## src/rtl/mem_arb_pkg.sv

```systemverilog
// Shared types for the memory port arbiter.
//   access_size_t : data-port access size encoding (matches d_size)
//   owner_t       : which requester owns the outstanding memory slot
//   pending_t     : per-grant bookkeeping used to shape the next-cycle response
package mem_arb_pkg;

   localparam int MEM_WORDS = 16384;

   typedef enum logic [1:0] {
      SIZE_BYTE    = 2'b00,
      SIZE_HALF    = 2'b01,
      SIZE_WORD    = 2'b10,
      SIZE_ILLEGAL = 2'b11
   } access_size_t;

   typedef enum logic [1:0] {
      OWN_NONE = 2'b00,
      OWN_IF   = 2'b01,
      OWN_D    = 2'b10
   } owner_t;

   typedef struct packed {
      owner_t       owner;
      access_size_t size;
      logic [1:0]   offset;
      logic         is_unsigned;
      logic         is_store;
      logic         err;
   } pending_t;

endpackage

```

## src/rtl/mem_lane_align.sv

```systemverilog
// Byte-lane alignment for the data port (purely combinational).
// Write side: size/offset -> byte mask, lane-shifted write data, misalign flag.
// Read side : shifts the addressed bytes down, truncates to size and extends.
// Ports:
//   size, offset, we, wdata        : current data request
//   write_mask, lane_wdata         : memory-side write mask and data
//   misaligned                     : illegal size or unaligned half/word
//   rd_size, rd_offset, rd_unsigned: captured attributes of the pending load
//   read_data, load_data           : raw memory word in, aligned result out
module mem_lane_align
   import mem_arb_pkg::*;
(
   input  access_size_t size,
   input  logic [1:0]   offset,
   input  logic         we,
   input  logic [31:0]  wdata,
   output logic [3:0]   write_mask,
   output logic [31:0]  lane_wdata,
   output logic         misaligned,
   input  access_size_t rd_size,
   input  logic [1:0]   rd_offset,
   input  logic         rd_unsigned,
   input  logic [31:0]  read_data,
   output logic [31:0]  load_data
);

   logic [3:0]  base_mask;
   logic [31:0] shifted;

   always_comb begin
      misaligned = 1'b0;
      base_mask  = 4'b0000;
      case (size)
         SIZE_BYTE: base_mask = 4'b0001;
         SIZE_HALF: begin
            base_mask  = 4'b0011;
            misaligned = offset[0];
         end
         SIZE_WORD: begin
            base_mask  = 4'b1111;
            misaligned = (offset != 2'b00);
         end
         default:   misaligned = 1'b1;
      endcase
      // Misaligned accesses never reach the array, so the shifted mask cannot wrap.
      write_mask = (we && !misaligned) ? (base_mask << offset) : 4'b0000;
      lane_wdata = wdata << {offset, 3'b000};
   end

   always_comb begin
      shifted   = read_data >> {rd_offset, 3'b000};
      load_data = 32'h0;
      case (rd_size)
         SIZE_BYTE: load_data = rd_unsigned ? {24'h0, shifted[7:0]}
                                            : {{24{shifted[7]}}, shifted[7:0]};
         SIZE_HALF: load_data = rd_unsigned ? {16'h0, shifted[15:0]}
                                            : {{16{shifted[15]}}, shifted[15:0]};
         SIZE_WORD: load_data = shifted;
         default:   load_data = 32'h0;
      endcase
   end

endmodule

```

## src/rtl/mem_port_arbiter.sv

```systemverilog
// Arbitrates the single-port memory group between instruction fetch and
// load/store. Grants are combinational; responses appear one cycle later.
// Build option: MEM_ARB_ROUND_ROBIN_EN selects round-robin arbitration;
// otherwise data has priority with a fetch starvation override.
// Ports:
//   clk, rst                              : clock, synchronous active-high reset
//   if_req/if_addr -> if_gnt/if_rvalid/if_rdata       : fetch port
//   d_req/d_we/d_addr/d_size/d_unsigned/d_wdata
//      -> d_gnt/d_rvalid/d_rdata/d_err                 : load/store port
//   mem_write_mask/mem_addr/mem_write_data, mem_read_data : memory side
module mem_port_arbiter
   import mem_arb_pkg::*;
#(
   parameter int STARVE_LIMIT = 4,
   parameter int MEM_ADDR_W   = 14
) (
   input  logic                  clk,
   input  logic                  rst,
   input  logic                  if_req,
   input  logic [MEM_ADDR_W-1:0] if_addr,
   output logic                  if_gnt,
   output logic                  if_rvalid,
   output logic [31:0]           if_rdata,
   input  logic                  d_req,
   input  logic                  d_we,
   input  logic [MEM_ADDR_W+1:0] d_addr,
   input  logic [1:0]            d_size,
   input  logic                  d_unsigned,
   input  logic [31:0]           d_wdata,
   output logic                  d_gnt,
   output logic                  d_rvalid,
   output logic [31:0]           d_rdata,
   output logic                  d_err,
   output logic [3:0]            mem_write_mask,
   output logic [MEM_ADDR_W-1:0] mem_addr,
   output logic [31:0]           mem_write_data,
   input  logic [31:0]           mem_read_data
);

   pending_t    pend, pend_next;
   logic [3:0]  write_mask;
   logic [31:0] lane_wdata;
   logic        misaligned;
   logic [31:0] load_data;

   mem_lane_align u_align (
      .size        (access_size_t'(d_size)),
      .offset      (d_addr[1:0]),
      .we          (d_we),
      .wdata       (d_wdata),
      .write_mask  (write_mask),
      .lane_wdata  (lane_wdata),
      .misaligned  (misaligned),
      .rd_size     (pend.size),
      .rd_offset   (pend.offset),
      .rd_unsigned (pend.is_unsigned),
      .read_data   (mem_read_data),
      .load_data   (load_data)
   );

`ifdef MEM_ARB_ROUND_ROBIN_EN
   logic rr_if_next;

   always_comb begin
      if_gnt = 1'b0;
      d_gnt  = 1'b0;
      if (!rst) begin
         if (if_req && d_req) begin
            if_gnt = rr_if_next;
            d_gnt  = !rr_if_next;
         end else begin
            if_gnt = if_req;
            d_gnt  = d_req;
         end
      end
   end

   always_ff @(posedge clk) begin
      if (rst)         rr_if_next <= 1'b1;
      else if (if_gnt) rr_if_next <= 1'b0;
      else if (d_gnt)  rr_if_next <= 1'b1;
   end
`else
   logic [3:0] starve_cnt;

   always_comb begin
      if_gnt = 1'b0;
      d_gnt  = 1'b0;
      if (!rst) begin
         if (if_req && (!d_req || starve_cnt == 4'(STARVE_LIMIT))) if_gnt = 1'b1;
         else if (d_req)                                          d_gnt  = 1'b1;
      end
   end

   always_ff @(posedge clk) begin
      if (rst)                    starve_cnt <= 4'd0;
      else if (if_req && !if_gnt) starve_cnt <= starve_cnt + 4'd1;
      else                        starve_cnt <= 4'd0;
   end
`endif

   always_comb begin
      mem_addr       = '0;
      mem_write_mask = 4'b0000;
      mem_write_data = 32'h0;
      if (if_gnt) begin
         mem_addr = if_addr;
      end else if (d_gnt) begin
         mem_addr       = d_addr[MEM_ADDR_W+1:2];
         mem_write_mask = write_mask;
         mem_write_data = lane_wdata;
      end
   end

   always_comb begin
      pend_next.owner       = if_gnt ? OWN_IF : (d_gnt ? OWN_D : OWN_NONE);
      pend_next.size        = access_size_t'(d_size);
      pend_next.offset      = d_addr[1:0];
      pend_next.is_unsigned = d_unsigned;
      pend_next.is_store    = d_we;
      pend_next.err         = d_gnt && misaligned;
   end

   always_ff @(posedge clk) begin
      if (rst) pend <= '0;
      else     pend <= pend_next;
   end

   // Gating on rst drops a response whose grant was followed by reset.
   always_comb begin
      if_rvalid = !rst && (pend.owner == OWN_IF);
      d_rvalid  = !rst && (pend.owner == OWN_D);
      if_rdata  = if_rvalid ? mem_read_data : 32'h0;
      d_err     = d_rvalid && pend.err;
      d_rdata   = (d_rvalid && !pend.err && !pend.is_store) ? load_data : 32'h0;
   end

endmodule

```

## config.mk

```make
export PLATFORM = sky130hd
export DESIGN_NAME = mem_port_arbiter
export DESIGN_NICKNAME = d
export VERILOG_FILES = /design/src/rtl/mem_arb_pkg.sv /design/src/rtl/mem_lane_align.sv /design/src/rtl/mem_port_arbiter.sv
export SDC_FILE = /design/constraint.sdc
export NUM_CORES = 1
export LEC_CHECK = 0
export BUFFER_PORTS_ARGS = -buffer_cell sky130_fd_sc_hd__buf_2
export CORE_MARGIN = 2
export CORE_UTILIZATION = 42
export DETAILED_ROUTE_END_ITERATION = 8
export GPL_TIMING_DRIVEN = 0
export PLACE_DENSITY = 0.83
export SYNTH_ARGS = -nofsm -noshare
export SYNTH_HDL_FRONTEND = slang
export SYNTH_HIERARCHICAL = 1
export SYNTH_SLANG_ARGS = --single-unit
```

## constraint.sdc

```tcl
create_clock -name clk -period 3.25 [get_ports clk]
set_clock_uncertainty 0.2 [all_clocks]
set_input_delay 0.1625 -clock clk [delete_from_list [all_inputs] [get_ports clk]]
set_output_delay 0.1625 -clock clk [all_outputs]
set_load 0.1 [all_outputs]
```

# Yosys cells after proc, flatten, opt, wreduce, memory -nomap -nowiden
# Index checks and enable logic that the tools add are counted.
# Widths: inputs -> output; s select.
# op_classes
n_addsub	1
mul	0
div_mod_pow	0
n_lt_le_gt_ge	0
eq_ne	7
n_shift	3
mux	21
n_bitwise	1
reduce_logical	21
# op_table
op	count
$mux 32	6
$pmux 32 s3	1
$shl 32x5->32	1
$shr 32x5->32	1
$mux 14	2
$mux 4	3
$pmux 4 s3	1
$logic_and 1x1->1	9
$eq 2x1->1 const B	3
$eq 2x2->1 const B	3
$logic_not 1->1	6
$mux 1	6
$add 4x1->4 const B	1
$eq 4x3->1 const B	1
$logic_not 2->1	2
$reduce_or 2->1	2
$shl 4x2->4	1
$pmux 1 s3	1
$mux 2	1
$reduce_bool 2->1	1
$logic_or 1x1->1	1
$not 1->1	1
# totals
regBits	13
latchBits	0
mem_bits_rw	0
romBits	0
inputBits	102
output_inout_bits	119
word_cells	62
memories	0

# Longest topological paths before layout
# depth
ltp_word	9
ltp_mapped	6
depth_no_buf	6

# Cells and area by module
# The synthesis kept the hierarchy.
# modules_own_cells
module	n_inst	cells_per_inst	area_per_inst_um2	seq_area_each_um2
mem_lane_align	1	202	1446.4	0.0
mem_port_arbiter	1	172	1342.5	260.2

# Worst setup path before layout
# Ideal clock, no wire load.
# synth_timing
path_kind	reg2out
start	register starve_cnt[0]
end	output mem_write_data[20]
arrival_time_ns	2.790
required_ns	2.887
setup_slack_ns	0.097
stages_incl_launch_ff	7
path_buffers	1
path_cell_list	dfxtp_1 inv_1 ha_1 nand3b_4 o211a_1 clkbuf_1 and2_1
# synth_between
elab_chain_len	7
# synth_rtl
item	line_no	text
from (decl)	mem_port_arbiter.sv:84	logic [3:0] starve_cnt;
from (signal assigned)	mem_port_arbiter.sv:97	else if (if_req && !if_gnt) starve_cnt <= starve_cnt + 4'd1;
$eq 4x3->1	mem_port_arbiter.sv:90	if (if_req && (!d_req || starve_cnt == 4'(STARVE_LIMIT))) if_gnt = 1'b1;
$logic_or 1x1->1	mem_port_arbiter.sv:90	
$logic_and 1x1->1	mem_port_arbiter.sv:90	
$mux 1	mem_port_arbiter.sv:90	
$mux 1	mem_port_arbiter.sv:89	if (!rst) begin
net d_gnt	mem_port_arbiter.sv:30	output logic d_gnt,
$mux 32	mem_port_arbiter.sv:108	end else if (d_gnt) begin
$mux 32	mem_port_arbiter.sv:106	if (if_gnt) begin
to (decl)	mem_port_arbiter.sv:36	output logic [31:0] mem_write_data,
# The timed path passes the listed nets, and every way through them passes these cells.

# Final worst setup path
# layout_timing
start	input d_addr[0]
end	output mem_write_data[30]
# layout_between
elab_chain_len	3
# layout_rtl
item	line_no	text
from (decl)	mem_port_arbiter.sv:26	input logic [MEM_ADDR_W+1:0] d_addr,
$shl 32x5->32	mem_lane_align.sv:47	lane_wdata = wdata << {offset, 3'b000};
net lane_wdata[30]	mem_port_arbiter.sv:42	logic [31:0] lane_wdata;
$mux 32	mem_port_arbiter.sv:108	
$mux 32	mem_port_arbiter.sv:106	
# The timed path passes the listed nets, and every way through them passes these cells.

==> results.py <==
metrics = {
    "drt": {
        "drtIter0Drc": 139,
        "wl_per_cell_um": 15.20,
        "drcViolationCount": 0,
        "totalWireLength_um": 10330,
        "postRouteAntennaNets": 0,
        "via_per_inst": 5.328,
        "vias": 3623,
        "firstDrtPassIters": 4,
    },
    "timing": {
        "fmax_ghz": 0.3484,
        "finalCriticalPeriod_ps": 2871,
        "slew_viol_final": 0,
        "tightest_slew_ps": 711.8,
        "slew_headroom_pct": 52.45,
        "rsz0062_at_grt": "no",
        "fin_crit_sh_pct": 88.33,
        "setup_viol": 0,
        "hold_violations": 0,
        "setup-tns-final_ps": 0,
    },
    "critical_path": {
        "crit_fanout": 10,
        "crit_required_ps": 2890,
        "path_class": "in -> out",
        "start_kind": "input port",
        "endpoint_kind": "output pin",
        "arrival_ps": 2510,
    },
    "finish": {
        "syn_to_final_growth_pct": 46.52,
        "drive_gt1_share_pct": 42.95,
        "layout.cells.non_filler": 680,
        "diodes": 0,
        "multi_input_area_um2": 2303,
        "n_fill_cell": 590,
        "fin_nets": 712,
        "final_area_um2": 4086,
        "ff_latch_area_um2": 260.3,
    },
    "grt": {
        "grt_antenna_before_repair": 0,
        "grt_max_degree": 11,
        "grt_use_total_pct": 26.66,
        "grt_remaining_overflow": 0,
        "grt_pass1_vias": 3503,
        "grt_first_pass_wirelength_um": 16290,
    },
    "placed_design": {
        "place_area_um2": 3981,
        "port_buffers": 219,
        "place_inst": 670,
        "hpwl_um": 8520,
        "place.gp.congestion": 0.9281,
    },
    "yosys": {
        "syn-num-nets": 482,
        "seq_area_frac_synth_pct": 9.332,
        "ys.warnings.count": 6,
        "synth_area_um2": 2789,
        "synth_cell_types": 41,
        "synth_seq_cells": 13,
        "avgSynthCellArea_um2": 7.457,
        "synthCells": 374,
    },
    "clock_tree": {
        "htreeDepth": 1,
        "clk_latency_ps": 240,
        "path_clk_slew_ps": 50,
        "cts-root-buf": "clkbuf_8",
        "cts_buffers": 3,
        "ctsLongestPathBuffers": 2,
        "cts_num_sinks": 13,
        "post_cts_resize_count": 0,
        "cts_tree": "done",
    },
    "power": {
        "irDropWorstVdd_v": 0.0001289,
        "leakage_uw": 0.002240,
        "p_per_area_nw_per_um2": 253.1,
        "p_total_uw": 1034,
    },
    "floorplanning": {
        "boundaryPins": 221,
        "initial_utilization_pct": 43.67,
        "die_w_um": 85.49,
        "die_area_um2": 7309,
        "core_area_um2": 6386,
        "std_cell_rows": 29,
        "die_h_um": 85.49,
    },
    "job": {
        "max-cap-violations": 0,
    },
    "worst_hold_path": {
        "hold_path_class": "in -> reg",
    },
    "status": {
        "status": "complete, no violations",
    },
}
[worst max-delay path, stage by stage]
cell           delay, ps
dlygate4sd3_1        520
buf_2                100
clkbuf_1             170
buf_2                270
buf_1                410
a211oi_1             130
a21oi_1              160
and2_1               150
buf_2                420
[cell usage after synthesis (all sizes together)]
| cell type | count | share of area, % |
|---|---|---|
| o211a | 2 | 0.72 |
| nor2b | 17 | 3.8 |
| and2 | 111 | 25 |
| mux2 | 8 | 3.4 |
| a21oi | 12 | 2.3 |
| a211o | 1 | 0.31 |
| or2 | 1 | 0.22 |
| nand2 | 18 | 2.4 |
| clkbuf | 15 | 2.0 |
| mux2i | 33 | 12 |
| nor2 | 22 | 3.0 |
| nor4b | 2 | 1.7 |
| a221o | 8 | 2.9 |
| xnor2 | 3 | 0.94 |
| xor2 | 1 | 0.31 |
| a211oi | 16 | 4.3 |
| ha | 6 | 2.7 |
| a21boi | 1 | 0.27 |
| o221ai | 1 | 0.94 |
| mux4 | 1 | 0.81 |
| nand3b | 1 | 0.72 |
| a22o | 14 | 4.4 |
| nand2b | 3 | 0.67 |
| or3b | 1 | 0.31 |
| buf | 18 | 5.0 |
| o22ai | 8 | 1.8 |
| a2111oi | 1 | 0.54 |
| nand3 | 1 | 0.18 |
| o21ai | 16 | 2.9 |
| inv | 8 | 1.1 |
| dfxtp | 13 | 9.3 |
| nor3b | 3 | 1.8 |
| nor3 | 8 | 1.6 |
[layer usage]
metal / routed length [µm] / GRT usage [%] / part of all wire (%)
met5: 0 / 0 / 0
met4: 206 / 8.802 / 2.0
met3: 872 / 2.695 / 8.4
met2: 5511 / 52.84 / 53
met1: 3744 / 29.12 / 36
[worst paths after layout]
kind | startpoint | depth (start not counted) | slack (ps) | endpoint
max | d_addr[0] | 9 | 380 | mem_write_data[30]
min | d_size[0] | 2 | 9 | pend[5]
max reg2reg | starve_cnt[0] | 6 | 1410 | pend[0]
min reg2reg | starve_cnt[0] | 1 | 320 | starve_cnt[0]
[registers in the layout, indices dropped and copies added, names as in the netlist]
| register | cells |
|---|---|
| pend | 9 |
| starve_cnt | 4 |
[logic make-up after synthesis]
kind of cell	count (synthesis)	share of synthesized area, %
flip-flops	13	9.332
multiplexers	42	16.02
AO/OA/AOI/OAI	80	21.31
buffers and inverters	41	8.076
adder cells (fa/ha/maj)	6	2.692
XOR/XNOR	4	1.256
AND/OR/NAND/NOR	188	41.32
[timing repair]
action | CTS | global route
buffers inserted | 0 | 0
hold buffers | 6 | 0
endpoints found under the hold margin | 7 | 0
[cell usage in the layout, fill, tap and decap left out, types with 6 or more instances in the layout]
cell	instances
buf_2	225
and2_1	111
mux2i_1	33
nor2_1	22
nand2_1	18
nor2b_1	17
clkbuf_1	16
a211oi_1	16
a22o_1	14
o21ai_0	14
dfxtp_1	13
a21oi_1	11
inv_1	8
a221o_1	8
o22ai_1	8
buf_6	7
nor3_1	7
mux2_2	7
ha_1	6
dlygate4sd3_1	6
[where the power goes]
| part | internal, µW | switching [µW] | leakage [µW] |
|---|---|---|---|
| clock | 86.6 | 56.4 | 0.0000228 |
| sequential | 166 | 6.69 | 0.000107 |
| combinational | 206 | 513 | 0.00211 |
| total | 458 | 576 | 0.00224 |
[final cells by class]
cell class	instances	share of cell area [%]
clock buffers	4	1.102
repair buffers	225	28.29
plain buffers	33	4.776
inverters	8	0.7348
flip-flops and latches	13	6.369
well taps	77	2.358
multi-input cells	320	56.37
[stage by stage]
| step | worst slack, ps | hold WS [ps] | util (%) |
|---|---|---|---|
| after global placement | 872.0 | 182.8 | 62.34 |
| after detailed placement | 841.9 | 186.2 | 62.34 |
| final | 379.3 | 8.640 | 63.99 |
| after CTS | 394.8 | 11.76 | 63.99 |
| after floorplan | 97.29 | 54.41 | - |
| after global routing | 249.7 | 26.31 | 63.99 |
Power figures use the tool's default switching activity.
